[config.mk]
export PLATFORM = sky130hd
export DESIGN_NAME = ram512k_bank_ctrl
export DESIGN_NICKNAME = d
export VERILOG_FILES = /design/src/rtl/ram512k_pkg.sv /design/src/rtl/ram512k_map.sv /design/src/rtl/ram512k_bank_ctrl.sv
export SDC_FILE = /design/constraint.sdc
export NUM_CORES = 1
export LEC_CHECK = 0
export ABC_AREA = 0
export BUFFER_PORTS_ARGS = -buffer_cell sky130_fd_sc_hd__buf_2
export CORE_MARGIN = 3
export CORE_UTILIZATION = 53
export DETAILED_ROUTE_END_ITERATION = 12
export HOLD_SLACK_MARGIN = 0.03
export PLACE_DENSITY = 0.85
export RECOVER_POWER = 100
export SYNTH_ARGS = -nofsm -noshare
export SYNTH_HDL_FRONTEND = slang
export SYNTH_SLANG_ARGS = --single-unit
[constraint.sdc]
create_clock -name clk -period 5.9 [get_ports clk]
set_clock_uncertainty 0.15 [all_clocks]
set_input_delay 0.59 -clock clk [delete_from_list [all_inputs] [get_ports clk]]
set_output_delay 0.59 -clock clk [all_outputs]
set_load 0.05 [all_outputs]
[src/rtl/ram512k_pkg.sv]
// ram512k_pkg: shared mode encodings, FSM state types and select prefix for the 512K bank controller
package ram512k_pkg;
  localparam logic [2:0] MODE_OFF  = 3'd0;
  localparam logic [2:0] MODE_C3   = 3'd1;
  localparam logic [2:0] MODE_ALL  = 3'd2;
  localparam logic [2:0] MODE_C3B  = 3'd3;
  localparam logic [2:0] MODE_W4   = 3'd4;
  localparam logic [1:0] SEL_PREFIX = 2'b11;
  typedef enum logic [1:0] {IO_IDLE, IO_QUAL, IO_DONE} io_state_t;
  typedef enum logic [1:0] {M_IDLE, M_EXT, M_INT} mem_state_t;
endpackage

[src/rtl/ram512k_map.sv]
// ram512k_map: combinational bank map from {ccc,bbb} and {A15,A14} to expansion hit and SRAM A[18:14]
//   bank  : committed {ccc,bbb}
//   a     : {A15,A14} of the access
//   hit   : access goes to the expansion SRAM
//   adrhi : SRAM A[18:14] for a hit
module ram512k_map
  import ram512k_pkg::*;
#(
  parameter int NUM_BANKS = 8
) (
  input  logic [5:0] bank,
  input  logic [1:0] a,
  output logic       hit,
  output logic [4:0] adrhi
);
  logic [2:0] m;
  logic [2:0] c;
  logic       raw;
  assign m = bank[2:0];
  assign c = bank[5:3];
  always_comb begin
    raw = (m >= MODE_W4) ? (a == 2'b01) :
          (m == MODE_ALL) ? 1'b1 :
          (m == MODE_C3 || m == MODE_C3B) ? (a == 2'b11) : 1'b0;
    adrhi = {c, (m >= MODE_W4) ? m[1:0] : (m == MODE_ALL) ? a : 2'b11};
    // unpopulated 64K blocks fall back to internal RAM
    hit = raw && (32'(c) < NUM_BANKS);
  end
endmodule

[src/rtl/ram512k_bank_ctrl.sv]
// ram512k_bank_ctrl: bank-select I/O decoder and registered SRAM access sequencer for the 512K expansion
//   clk, reset           : card clock, synchronous active-high reset
//   adr15, adr14, data   : CPC address/data, sampled directly
//   iorq_b, mreq_b, wr_b : async Z80 strobes, synchronized
//   ramcs_b, ramdis, ramadrhi : registered SRAM/internal RAM controls
//   bank_q, cfg_commit   : committed bank register and its update pulse
module ram512k_bank_ctrl
  import ram512k_pkg::*;
#(
  parameter int SYNC_STAGES = 2,
  parameter int QUAL_CYCLES = 2,
  parameter int NUM_BANKS   = 8
) (
  input  logic       clk,
  input  logic       reset,
  input  logic       adr15,
  input  logic       adr14,
  input  logic       iorq_b,
  input  logic       mreq_b,
  input  logic       wr_b,
  input  logic [7:0] data,
  output logic       ramcs_b,
  output logic       ramdis,
  output logic [4:0] ramadrhi,
  output logic [5:0] bank_q,
  output logic       cfg_commit
);
  localparam int CW = $clog2(QUAL_CYCLES + 1);
  logic          iorq_s, mreq_s, wr_s, mreq_d;
  logic          valid_wr, req, pending, commit_now, hit;
  logic [5:0]    cap, pend_val;
  logic [4:0]    adrhi;
  logic [CW-1:0] cnt, cnt_nx;
  io_state_t     io_st;
  mem_state_t    mem_st;
  for (genvar i = 0; i < SYNC_STAGES; i++) begin : g_sync
    logic [2:0] q;
    if (i == 0) begin : g_first
      always_ff @(posedge clk) q <= reset ? 3'b111 : {iorq_b, mreq_b, wr_b};
    end else begin : g_next
      always_ff @(posedge clk) q <= reset ? 3'b111 : g_sync[i-1].q;
    end
  end
  assign {iorq_s, mreq_s, wr_s} = g_sync[SYNC_STAGES-1].q;
  assign valid_wr = !iorq_s && !wr_s && !adr15 && data[7:6] == SEL_PREFIX;
  assign cnt_nx = cnt + CW'(1);
  always_ff @(posedge clk)
    if (reset) begin
      io_st <= IO_IDLE;
      cnt   <= '0;
      cap   <= '0;
      req   <= 1'b0;
    end else begin
      req <= 1'b0;
      case (io_st)
        IO_IDLE: if (valid_wr) begin
          cap   <= data[5:0];
          cnt   <= CW'(1);
          io_st <= (QUAL_CYCLES == 1) ? IO_DONE : IO_QUAL;
          req   <= (QUAL_CYCLES == 1);
        end
        // the value must stay identical for every qualifying sample
        IO_QUAL: if (!valid_wr || data[5:0] != cap) io_st <= IO_IDLE;
          else begin
            cnt <= cnt_nx;
            if (32'(cnt_nx) == QUAL_CYCLES) begin
              io_st <= IO_DONE;
              req   <= 1'b1;
            end
          end
        // wait for the I/O cycle to end so a long strobe commits only once
        IO_DONE: if (iorq_s) io_st <= IO_IDLE;
        default: io_st <= IO_IDLE;
      endcase
    end
  // a fresh request in an idle cycle supersedes any pending value
  assign commit_now = (mem_st == M_IDLE) && (req || pending);
  always_ff @(posedge clk)
    if (reset) begin
      bank_q     <= '0;
      pend_val   <= '0;
      pending    <= 1'b0;
      cfg_commit <= 1'b0;
    end else begin
      cfg_commit <= commit_now;
      if (commit_now) begin
        bank_q  <= req ? cap : pend_val;
        pending <= 1'b0;
      end else if (req) begin
        pending  <= 1'b1;
        pend_val <= cap;
      end
    end
  ram512k_map #(.NUM_BANKS(NUM_BANKS)) u_map (
    .bank  (bank_q),
    .a     ({adr15, adr14}),
    .hit   (hit),
    .adrhi (adrhi)
  );
  // map is evaluated once on the mreq edge; outputs are then frozen until the cycle ends
  always_ff @(posedge clk)
    if (reset) begin
      mem_st   <= M_IDLE;
      mreq_d   <= 1'b1;
      ramcs_b  <= 1'b1;
      ramdis   <= 1'b0;
      ramadrhi <= '0;
    end else begin
      mreq_d <= mreq_s;
      case (mem_st)
        M_IDLE: if (!mreq_s && mreq_d) begin
          mem_st <= hit ? M_EXT : M_INT;
          if (hit) begin
            ramadrhi <= adrhi;
            ramcs_b  <= 1'b0;
            ramdis   <= 1'b1;
          end
        end
        M_EXT: if (mreq_s) begin
          ramcs_b <= 1'b1;
          ramdis  <= 1'b0;
          mem_st  <= M_IDLE;
        end
        M_INT: if (mreq_s) mem_st <= M_IDLE;
        default: mem_st <= M_IDLE;
      endcase
    end
endmodule

== After elaboration in Yosys (flattened, before gate mapping) ==
Cells that the tools add are included.

* Equal/unequal tests: 20
* Add/subtract/negate cells: 1
* Shifts and indexed selects: 0
* Bitwise gates (word level): 1
* $mul: 0
* Order comparisons: 1
* Reductions and logical operators: 26
* Multiplexer cells: 26
* Div/mod/pow operators: 0

{| class="wikitable"
|+ Operators by type and width
! kind !! count
|-
| $mux W2 || 10
|-
| $eq A2 B2 Y1 const B || 5
|-
| $mux W1 || 10
|-
| $ne A2 B2 Y1 const B || 5
|-
| $reduce_and A3 Y1 || 3
|-
| $pmux W2 S2 || 2
|-
| $eq A2 B1 Y1 const B || 3
|-
| $eq A3 B2 Y1 const B || 2
|-
| $mux W6 || 1
|-
| $ne A6 B6 Y1 || 1
|-
| $pmux W2 S3 || 1
|-
| $logic_and A1 B1 Y1 || 5
|-
| $logic_not A1 Y1 || 5
|-
| $logic_not A2 Y1 || 2
|-
| $ne A2 B1 Y1 const B || 2
|-
| $pmux W1 S2 || 2
|-
| $reduce_and A2 Y1 || 2
|-
| $reduce_and A4 Y1 || 1
|-
| $reduce_bool A2 Y1 || 2
|-
| $reduce_or A2 Y1 || 2
|-
| $eq A3 B1 Y1 const B || 1
|-
| $ge A3 B3 Y1 const B || 1
|-
| $logic_or A1 B1 Y1 || 3
|-
| $ne A3 B3 Y1 const B || 1
|-
| 3 further kinds || 3
|}

* Bits in writable memories: 0
* Memories kept: 0
* Logic and storage cells: 90
* Register bits after elaboration: 41
* ROM bits: 0
* Latch bits: 0

== Longest topological paths before layout ==
Gate-level depths: netlist of the first run.

* Word-level depth: 8
* Gate-level depth with buffers: 7
* Depth with buffers taken out: 6

== Hierarchy ==
A second synthesis of the first run with hierarchy kept.

* Cells, all modules: 180
* Area total of the unflattened synthesis: 1730.4 um2

{| class="wikitable"
|+ Modules (own cells, without submodules)
! module !! times used !! area each (um2) !! cells an instance
|-
| ram512k_bank_ctrl || 1 || 1652.8 || 169
|-
| ram512k_map || 1 || 77.6 || 11
|}

== Worst setup path after synthesis of the first run ==
Ideal clock, no wire load.

* Kind: input to register
* From: input adr15
* To: register cnt[1]
* Library setup time: 0.101 ns
* Setup slack: 3.453 ns
* Cell stages on the path: 4
* Buffers on the path: 0
* Data arrival time: 2.196 ns
* Path through: or4_4 or4_4 or4_1 o41ai_1

* Word-level cells in the longest chain between the ends: 7

{| class="wikitable"
|+ Ends and longest elaborated chain
! element !! RTL line !! source
|-
| start: declaration || ram512k_bank_ctrl.sv:16 || <nowiki>input logic adr15,</nowiki>
|-
| $logic_not A1 Y1 (*) || ram512k_bank_ctrl.sv:45 || <nowiki>assign valid_wr = !iorq_s && !wr_s && !adr15 && data[7:6] == SEL_PREFIX;</nowiki>
|-
| $logic_and A1 B1 Y1 (*) (2 in series) || ram512k_bank_ctrl.sv:45 ||
|-
| $logic_not A1 Y1 || ram512k_bank_ctrl.sv:63 || <nowiki>IO_QUAL: if (!valid_wr || data[5:0] != cap) io_st <= IO_IDLE;</nowiki>
|-
| $logic_or A1 B1 Y1 || ram512k_bank_ctrl.sv:63 ||
|-
| $ne A2 B2 Y1 (no source line) || n/a ||
|-
| $reduce_and A3 Y1 (no source line) (*) || n/a ||
|-
| end signal: assignment || ram512k_bank_ctrl.sv:65 || <nowiki>cnt <= cnt_nx;</nowiki>
|-
| end: declaration || ram512k_bank_ctrl.sv:33 || <nowiki>logic [CW-1:0] cnt, cnt_nx;</nowiki>
|}

Every way passes the cells marked *; elsewhere a longest branch is shown, timed or not.
A chain may end at the register's enable or synchronous reset.

== Worst setup path after layout of the first run ==
* From: register bank_q[1]
* To: register ramadrhi[1]

* Word-level cells in the longest chain between the ends: 6

{| class="wikitable"
|+ Ends and longest elaborated chain
! element !! RTL line !! source
|-
| start: declaration || ram512k_bank_ctrl.sv:25 || <nowiki>output logic [5:0] bank_q,</nowiki>
|-
| start signal: assignment || ram512k_bank_ctrl.sv:87 || <nowiki>bank_q <= req ? cap : pend_val;</nowiki>
|-
| $eq A3 B1 Y1 or $eq A3 B2 Y1 (tied branches) || ram512k_map.sv:24 || <nowiki>(m == MODE_C3 || m == MODE_C3B) ? (a == 2'b11) : 1'b0;</nowiki>
|-
| $logic_or A1 B1 Y1 || ram512k_map.sv:24 ||
|-
| $mux W1 || ram512k_map.sv:24 ||
|-
| $mux W1 || ram512k_map.sv:23 || <nowiki>(m == MODE_ALL) ? 1'b1 :</nowiki>
|-
| $mux W1 || ram512k_map.sv:22 || <nowiki>raw = (m >= MODE_W4) ? (a == 2'b01) :</nowiki>
|-
| $reduce_and A3 Y1 (no source line) || n/a ||
|-
| end signal: assignment || ram512k_bank_ctrl.sv:114 || <nowiki>ramadrhi <= adrhi;</nowiki>
|-
| end: declaration || ram512k_bank_ctrl.sv:24 || <nowiki>output logic [4:0] ramadrhi,</nowiki>
|}

Parallel ways exist; a longest one is shown, timed or not.

==> results of run 1 <==
==> power groups by stage <==
stage               Combinational (mW)  Sequential [mW]  Clock (mW)
detailed placement              0.0269            0.287           0
floorplan                       0.0180            0.287           0
finish                          0.0267            0.281       0.221
CTS                             0.0272            0.281       0.226
global route                    0.0298            0.281       0.237
global placement                0.0265            0.287           0
==> cell usage in the layout (no fill, tap or decap), drive strengths merged, types with 2 or more instances in the layout <==
master  netlist  routed
or4           5       5
nand3b        2       2
buf           3      13
nand2         8       8
ha            3       3
a211oi        2       2
clkbuf        7      20
o21ai         8       8
nor3          5       5
dfxtp        41      41
nand2b        2       2
nand4b        2       2
or2           7       7
nor2b         2       2
xor2          6       6
bufinv        0       2
nand4         2       2
a21oi         5       5
nand3         2       2
nor2         25      25
inv          11      11
mux2i        22      22
==> registers in the layout, indices dropped and copies added (netlist names), 2 cells and up <==
signal / cells
ramadrhi: 5
mem_st: 2
bank_q: 6
cap: 6
cnt: 2
g_sync.q: 6
pend_val: 6
io_st: 2
==> cell type report <==
class                   count  area share (%)
flip-flops and latches     41            42.3
multi-input cells         119            41.1
repair buffers             28            6.26
well taps                  44            2.84
clock inverters             3            3.36
clock buffers               5            1.94
inverters                  11            2.13
==> layer usage <==
layer	up-vias	global-route usage, %
met5	-	0
met4	0	8.26
met3	7	4.50
met2	25	25.2
met1	590	19.6
li1	667	-
==> critical path: stages, from the launching register on <==
cell	delay [ps]
dfxtp_1	440
or3b_2	480
a311oi_1	1130
mux2i_1	290
nor2_1	50
==> per-stage QoR <==
| stage | area (µm²) | util, % |
|---|---|---|
| 6_report | 1940 | 63.0 |
| 3_5_place_dp | 1870 | 60.7 |
| 5_1_grt | 1940 | 63.0 |
| 4_1_cts | 1970 | 64.1 |
| 3_3_place_gp | 1870 | 60.7 |
| 2_1_floorplan | 1720 | - |
==> path summary, 6_finish.rpt <==
path | cells after the start | endpoint | slack (ps)
max | 4 | ramadrhi[1] | 3200
min | 2 | g_sync[0].q[0] | 260
max reg2reg | 4 | ramadrhi[1] | 3200
min reg2reg | 1 | g_sync[1].q[0] | 270
==> kinds of logic after synthesis <==
| family | after synthesis | share of synthesized area, % |
|---|---|---|
| AND/OR/NAND/NOR | 66 | 20.6 |
| flip-flops | 41 | 47.6 |
| multiplexers | 23 | 13.4 |
| AO/OA/AOI/OAI | 21 | 7.92 |
| buffers and inverters | 21 | 5.23 |
| XOR/XNOR | 6 | 3.05 |
| adder cells (fa/ha/maj) | 3 | 2.18 |
==> metrics.md, run 1 <==
| Metric | Value |
|---|---|
| Fin. Hold Viols | `0` |
| Failing checks | `max-capacitance violations` |
| Cells after synthesis | `181` |
| Hold path start | `wr_b` |
| 1st-pass router iterations | `4` |
| Most common cell in the netlist | `dfxtp_1` |
| Worst-margin pin slew | `around 1500 ps` |
| Number of global-route vias before repair | `between 1000 and 1500` |
| Fin. max-slew vios | `0` |
| Die width | `around 63 µm` |
| Post-DP HPWL | `between 2 and 2.5 mm` |
| Drt wl/cell | `roughly 12 µm` |
| Crit path max fanout | `9` |
| Largest net degree at the start of global routing | `36` |
| # placed instances | `roughly 240` |
| DIE AREA | `slightly below 0.004 mm²` |
| Ant diodes | `0` |
| Drt initial violations | `38` |
| FF/Latch Area | `a little over 800 µm²` |
| Final setup violation count | `0` |
| Post-layout min period | `2700 ps` |
| Seq/Total Area, Yosys | `47.6%` |
| Fin nets | `between 200 and 250` |
| Max layer used | `met4` |
| Post-DR vias/cell | `slightly above 5` |
| CTS Hold Buffers Added | `0` |
| TritonCTS clock tree | `done` |
| Post-cts resize count | `0` |
| Logic gate share of total power | `under 10%` |
| Total CTS buffers | `5` |
| Post-synth EDFFs | `0` |
| Antenna violations before repair | `0` |
| First-pass GRT wire length | `4.97 mm` |
| Post-route setup TNS | `0 ps` |
| Total of max-cap violations | `1` |
| Async SR Flop Fraction | `0%` |
| YS warnings | `0` |
| Post-synth net total | `approximately 200` |
| Clk buf depth | `2` |
| Fraction of layout cells with a size suffix above 1 | `15.5%` |
| Postcts setup bufs | `0` |
| Synth area leader | `dfxtp_1` |
| GRT Total Usage | `between 10% and 20%` |
| Core area | `around 0.0031 mm²` |
| Worst Setup End Kind | `register` |
| Seq cells post-synth | `a little over 40` |
| Critical Path Start | `bank_q[1]` |
| Cell Count, Final, Fillers Out | `approximately 250` |
| Min-Delay Path Class | `input port to register` |
| FP Rows | `20` |
| Total Wirelength | `between 3 and 4 mm` |
| Hold_ws | `about 260 ps` |
| Sw Share | `20.2%` |
| PD cells | `between 200 and 300 mW/mm²` |
| Syn avg cell area | `around 9.5 µm²` |
| Skew-Pair Late Insertion Delay | `350 ps` |
| Distinct cells, synth | `35` |
| Fillers | `roughly 280` |
| Area Overhead vs Synth | `12.5%` |
| Main synth FF type | `dfxtp_1` |
| Critical path data arrival time | `roughly 2700 ps` |
| Pre-CTS setup slack | `3290 ps` |
| Routability cong. | `slightly above 0.9` |
| Initial core utilization | `a little under three fifths` |
| Max_slew headroom | `less than 1%` |
| Clock power share | `between 40% and 50%` |
| Worst R2R Start | `bank_q[1]` |
| Status | `finished, violations left` |
| Period utilisation layout | `45.7%` |
| Fmax | `371 MHz` |
| RSZ-0062 raised after global routing | `no` |
| Crit start category | `register` |
| Routed wl met2 | `1.39 mm` |
| IO Count | `29` |
| Multi-input logic area | `roughly 800 µm²` |
| H-tree Lvls | `2` |
| Metal-1 WL | `~1.5 mm` |
| WL met3 | `146 µm` |
| Synthesized cell area | `around 0.0017 mm²` |
| Detail Route Antenna Nets | `0` |
| CTS Sinks | `between 40 and 50` |
| Int Pwr | `about 420 µW` |
| Vias | `1289` |
| Die Ht | `63.0 µm` |
| WP data required | `around 6000 ps` |
| Critical path class | `register to register` |
| DRC violations left | `0` |
| IO Port Bufs | `28` |
| Ranking of synthesized cells by area | `dfxtp_1, mux2i_1, nor2_1` |
| Root Buffer | `clkbuf_4` |
| Pleak | `roughly 0.7 nW` |
| Power, Total | `between 500 and 600 µW` |
| Net switching power | `~110 µW` |
| Post-synth top area share | `a little under half` |
| Synth top cells by count | `dfxtp_1, nor2_1, mux2i_1` |
| Sequential power share | `between 50% and 60%` |
| Clk slew on worst S/H paths | `about 110 ps` |
| GR Overflow Total | `0` |
| Setup slack after layout | `between 3000 and 4000 ps` |
| Max VDD drop | `~0.00014 V` |
Note: power is estimated with default switching activity, not from simulation.
==> inputs of run 2 (changes only) <==
--- a/config.mk
+++ b/config.mk
@@ -5,13 +5,13 @@
 export SDC_FILE = /design/constraint.sdc
 export NUM_CORES = 1
 export LEC_CHECK = 0
-export ABC_AREA = 0
+export ABC_AREA = 1
 export BUFFER_PORTS_ARGS = -buffer_cell sky130_fd_sc_hd__buf_2
 export CORE_MARGIN = 3
-export CORE_UTILIZATION = 53
+export CORE_UTILIZATION = 49
 export DETAILED_ROUTE_END_ITERATION = 12
 export HOLD_SLACK_MARGIN = 0.03
-export PLACE_DENSITY = 0.85
+export PLACE_DENSITY = 0.83
 export RECOVER_POWER = 100
 export SYNTH_ARGS = -nofsm -noshare
 export SYNTH_HDL_FRONTEND = slang
==> constraint.sdc (replaced) <==
create_clock -name clk -period 2.4 [get_ports clk]
set_clock_uncertainty 0.15 [all_clocks]
set_input_delay 0.24 -clock clk [delete_from_list [all_inputs] [get_ports clk]]
set_output_delay 0.24 -clock clk [all_outputs]
set_load 0.05 [all_outputs]
==> run 2 against run 1 <==
  * The flow now finishes without violations
  * Setup slack got worse by 2600 ps
  * Via count rose by 20%
  * Maximum frequency increased by 49%
  * Utilization down 5.4 points
  * Final cell count up 23%
  * Final area grew 1.4%
  * Routed wire length grew 8.4%
  * Sequential power rose by 150%
  * Flip-flop and latch count unchanged
  * Area after synthesis up 3.1%
  * Highest routed layer unchanged
==> metrics.md, run 2 <==
| Metric | Value |
|---|---|
| Most common cell in the netlist | `nand2_1 (was dfxtp_1)` |
| Routability cong. | `0.885 (was 0.914)` |
| Synth Area in Compound Gates | `15.6% (was 7.92%)` |
| Post-synthesis simple-gate area fraction | `26.9% (was 20.6%)` |
| PD cells | `616 mW/mm² (was 273 mW/mm²)` |
| XOR/XNOR share of the synthesized area | `0% (was 3.05%)` |
| Root Buffer | `clkbuf_4 (unchanged)` |
| Status | `finished clean (was finished, violations left)` |
| Die width | `66.2 µm (was 63.0 µm)` |
| CTS Hold Buffers Added | `3 (was 0)` |
| Total CTS buffers | `5 (unchanged)` |
| IO Count | `29 (unchanged)` |
| Min-Delay Path Class | `input port to register (unchanged)` |
| Worst-margin pin slew | `845 ps (was 1480 ps)` |
| Seq cells post-synth | `41 (unchanged)` |
| Clk buf depth | `2 (unchanged)` |
| Ranking of synthesized cells by area | `dfxtp_1, nand2_1, o21ai_0 (was dfxtp_1, mux2i_1, nor2_1)` |
| Proportion of synthesized area in mux cells | `0% (was 13.4%)` |
| Crit start category | `register (unchanged)` |
| Commonest non-fill, non-tap cell in the layout | `nand2_1 (was dfxtp_1)` |
| WP data required | `2520 ps (was 5940 ps)` |
| GR Overflow Total | `0 (unchanged)` |
| Drt wl/cell | `10.9 µm (was 12.4 µm)` |
| TritonCTS clock tree | `done (unchanged)` |
| Vias | `1549 (was 1289)` |
| Fraction of layout cells with a size suffix above 1 | `16.0% (was 15.5%)` |
| Post-synth net total | `250 (was 199)` |
| Post-cts resize count | `0 (unchanged)` |
| Async SR Flop Fraction | `0% (unchanged)` |
| Post-DR vias/cell | `5.03 (was 5.14)` |
| Post-synth top area share | `46.2% (was 47.6%)` |
| Ant diodes | `0 (unchanged)` |
| Distinct cells, synth | `28 (was 35)` |
| Post-route setup TNS | `0 ps (unchanged)` |
| Initial core utilization | `52.0% (was 56.0%)` |
| Main synth FF type | `dfxtp_1 (unchanged)` |
| Fin. Hold Viols | `0 (unchanged)` |
| Critical path data arrival time | `1940 ps (was 2740 ps)` |
| Final setup violation count | `0 (unchanged)` |
| Crit path max fanout | `13 (was 9)` |
| Critical path class | `register to register (unchanged)` |
| Postcts setup bufs | `0 (unchanged)` |
| Largest net degree at the start of global routing | `21 (was 36)` |
| H-tree Lvls | `2 (unchanged)` |
| Post-layout min period | `1820 ps (was 2700 ps)` |
| Total Wirelength | `3.37 mm (was 3.11 mm)` |
| Synthesized cell area | `0.00178 mm² (was 0.00172 mm²)` |
| Antenna violations before repair | `0 (unchanged)` |
| Synth Area in Adders | `2.11% (was 2.18%)` |
| RSZ-0062 raised after global routing | `no (unchanged)` |
| Post-DP HPWL | `2.51 mm (was 2.20 mm)` |
| Post-synth EDFFs | `0 (unchanged)` |
| Synth area leader | `dfxtp_1 (unchanged)` |
| Max VDD drop | `0.000286 V (was 0.000136 V)` |
| Drt initial violations | `63 (was 38)` |
| Fmax | `551 MHz (was 371 MHz)` |
| GRT Total Usage | `16.3% (was 15.9%)` |
| DRC violations left | `0 (unchanged)` |
| Detail Route Antenna Nets | `0 (unchanged)` |
| Most frequent cells in the layout | `nand2_1, dfxtp_1, o21ai_0 (was dfxtp_1, nor2_1, mux2i_1)` |
| Die Ht | `66.2 µm (was 63.0 µm)` |
| Syn avg cell area | `7.65 µm² (was 9.52 µm²)` |
| Pleak | `0.786 nW (was 0.700 nW)` |
| Cells after synthesis | `232 (was 181)` |
| First-pass GRT wire length | `5.65 mm (was 4.97 mm)` |
| Fin nets | `280 (was 224)` |
| DIE AREA | `0.00438 mm² (was 0.00397 mm²)` |
| Total of max-cap violations | `0 (was 1)` |
| Largest family of logic cells by synthesized area | `simple AND/OR/NAND/NOR gates (unchanged)` |
| Hold_ws | `51.7 ps (was 263 ps)` |
| CTS Sinks | `41 (unchanged)` |
| Synth top cells by count | `nand2_1, dfxtp_1, inv_1 (was dfxtp_1, nor2_1, mux2i_1)` |
| YS warnings | `0 (unchanged)` |
| Core area | `0.00342 mm² (was 0.00308 mm²)` |
| Area Overhead vs Synth | `10.7% (was 12.5%)` |
| Max_slew headroom | `43.7% (was 0.635%)` |
| Number of global-route vias before repair | `1391 (was 1144)` |
| IO Port Bufs | `28 (unchanged)` |
| Clk slew on worst S/H paths | `120 ps (was 110 ps)` |
| Worst Setup End Kind | `register (unchanged)` |
| Seq/Total Area, Yosys | `46.2% (was 47.6%)` |
| Period utilisation layout | `75.7% (was 45.7%)` |
| Skew-Pair Late Insertion Delay | `340 ps (was 350 ps)` |
| FP Rows | `21 (was 20)` |
| Fin. max-slew vios | `0 (unchanged)` |
| 1st-pass router iterations | `6 (was 4)` |
-- run 2: worst paths after layout --
kind | startpoint | endpoint | slack (ps) | depth (start not counted)
max | req | bank_q[4] | 580 | 6
min reg2reg | g_sync[0].q[0] | g_sync[1].q[0] | 270 | 1
max reg2reg | req | bank_q[4] | 580 | 6
min | data[3] | cap[3] | 50 | 3
-- run 2: cell type report --
class / count / area (µm²)
Inverter: 31 / 116
Clock inverter: 2 / 35.0
Tap cell: 46 / 57.6
Timing Repair Buffer: 31 / 151
Clock buffer: 5 / 37.5
Sequential cell: 41 / 821
Multi-Input combinational cell: 152 / 747
Fill cell: 338 / 1450
-- run 2: kinds of logic after synthesis --
kind of cell,Yosys count
and+or+nand+nor,98
AOI/OAI and AO/OA,51
DFF,41
buffers and inverters,39
adders and majority gates,3
-- run 2: layer usage --
layer | vias up | track usage (%) | wire length (µm)
met4 | 0 | 4.06 | 13
met2 | 38 | 28.6 | 1610
met1 | 699 | 19.6 | 1580
met5 | - | 0 | 0
li1 | 810 | - | -
met3 | 2 | 4.08 | 170
-- run 2: power by group --
part | switching [mW] | internal (mW) | leakage [nW] | total (mW)
clock | 0.211 | 0.212 | 0.0410 | 0.423
combinational | 0.0596 | 0.0331 | 0.413 | 0.0926
sequential | 0.00385 | 0.691 | 0.332 | 0.695
total | 0.275 | 0.936 | 0.786 | 1.21
-- run 2: critical path: stages, from the launching register on --
cell     delay, ps
dfxtp_1        570
inv_2           80
a21oi_2        150
inv_2           70
nor2_1         360
inv_1          200
o21ai_0        170
-- run 2: through the flow --
step | util (%) | cells | area [µm²] | worst slack (ps) | power [mW]
floorplan | - | 232 | 1780 | 800 | 0.777
global placement | 56.4 | 298 | 1930 | 854 | 0.802
detailed placement | 56.4 | 298 | 1930 | 780 | 0.804
CTS | 59.5 | 308 | 2030 | 851 | 1.22
global route | 57.5 | 308 | 1970 | 345 | 1.26
finish | 57.5 | 308 | 1970 | 584 | 1.21
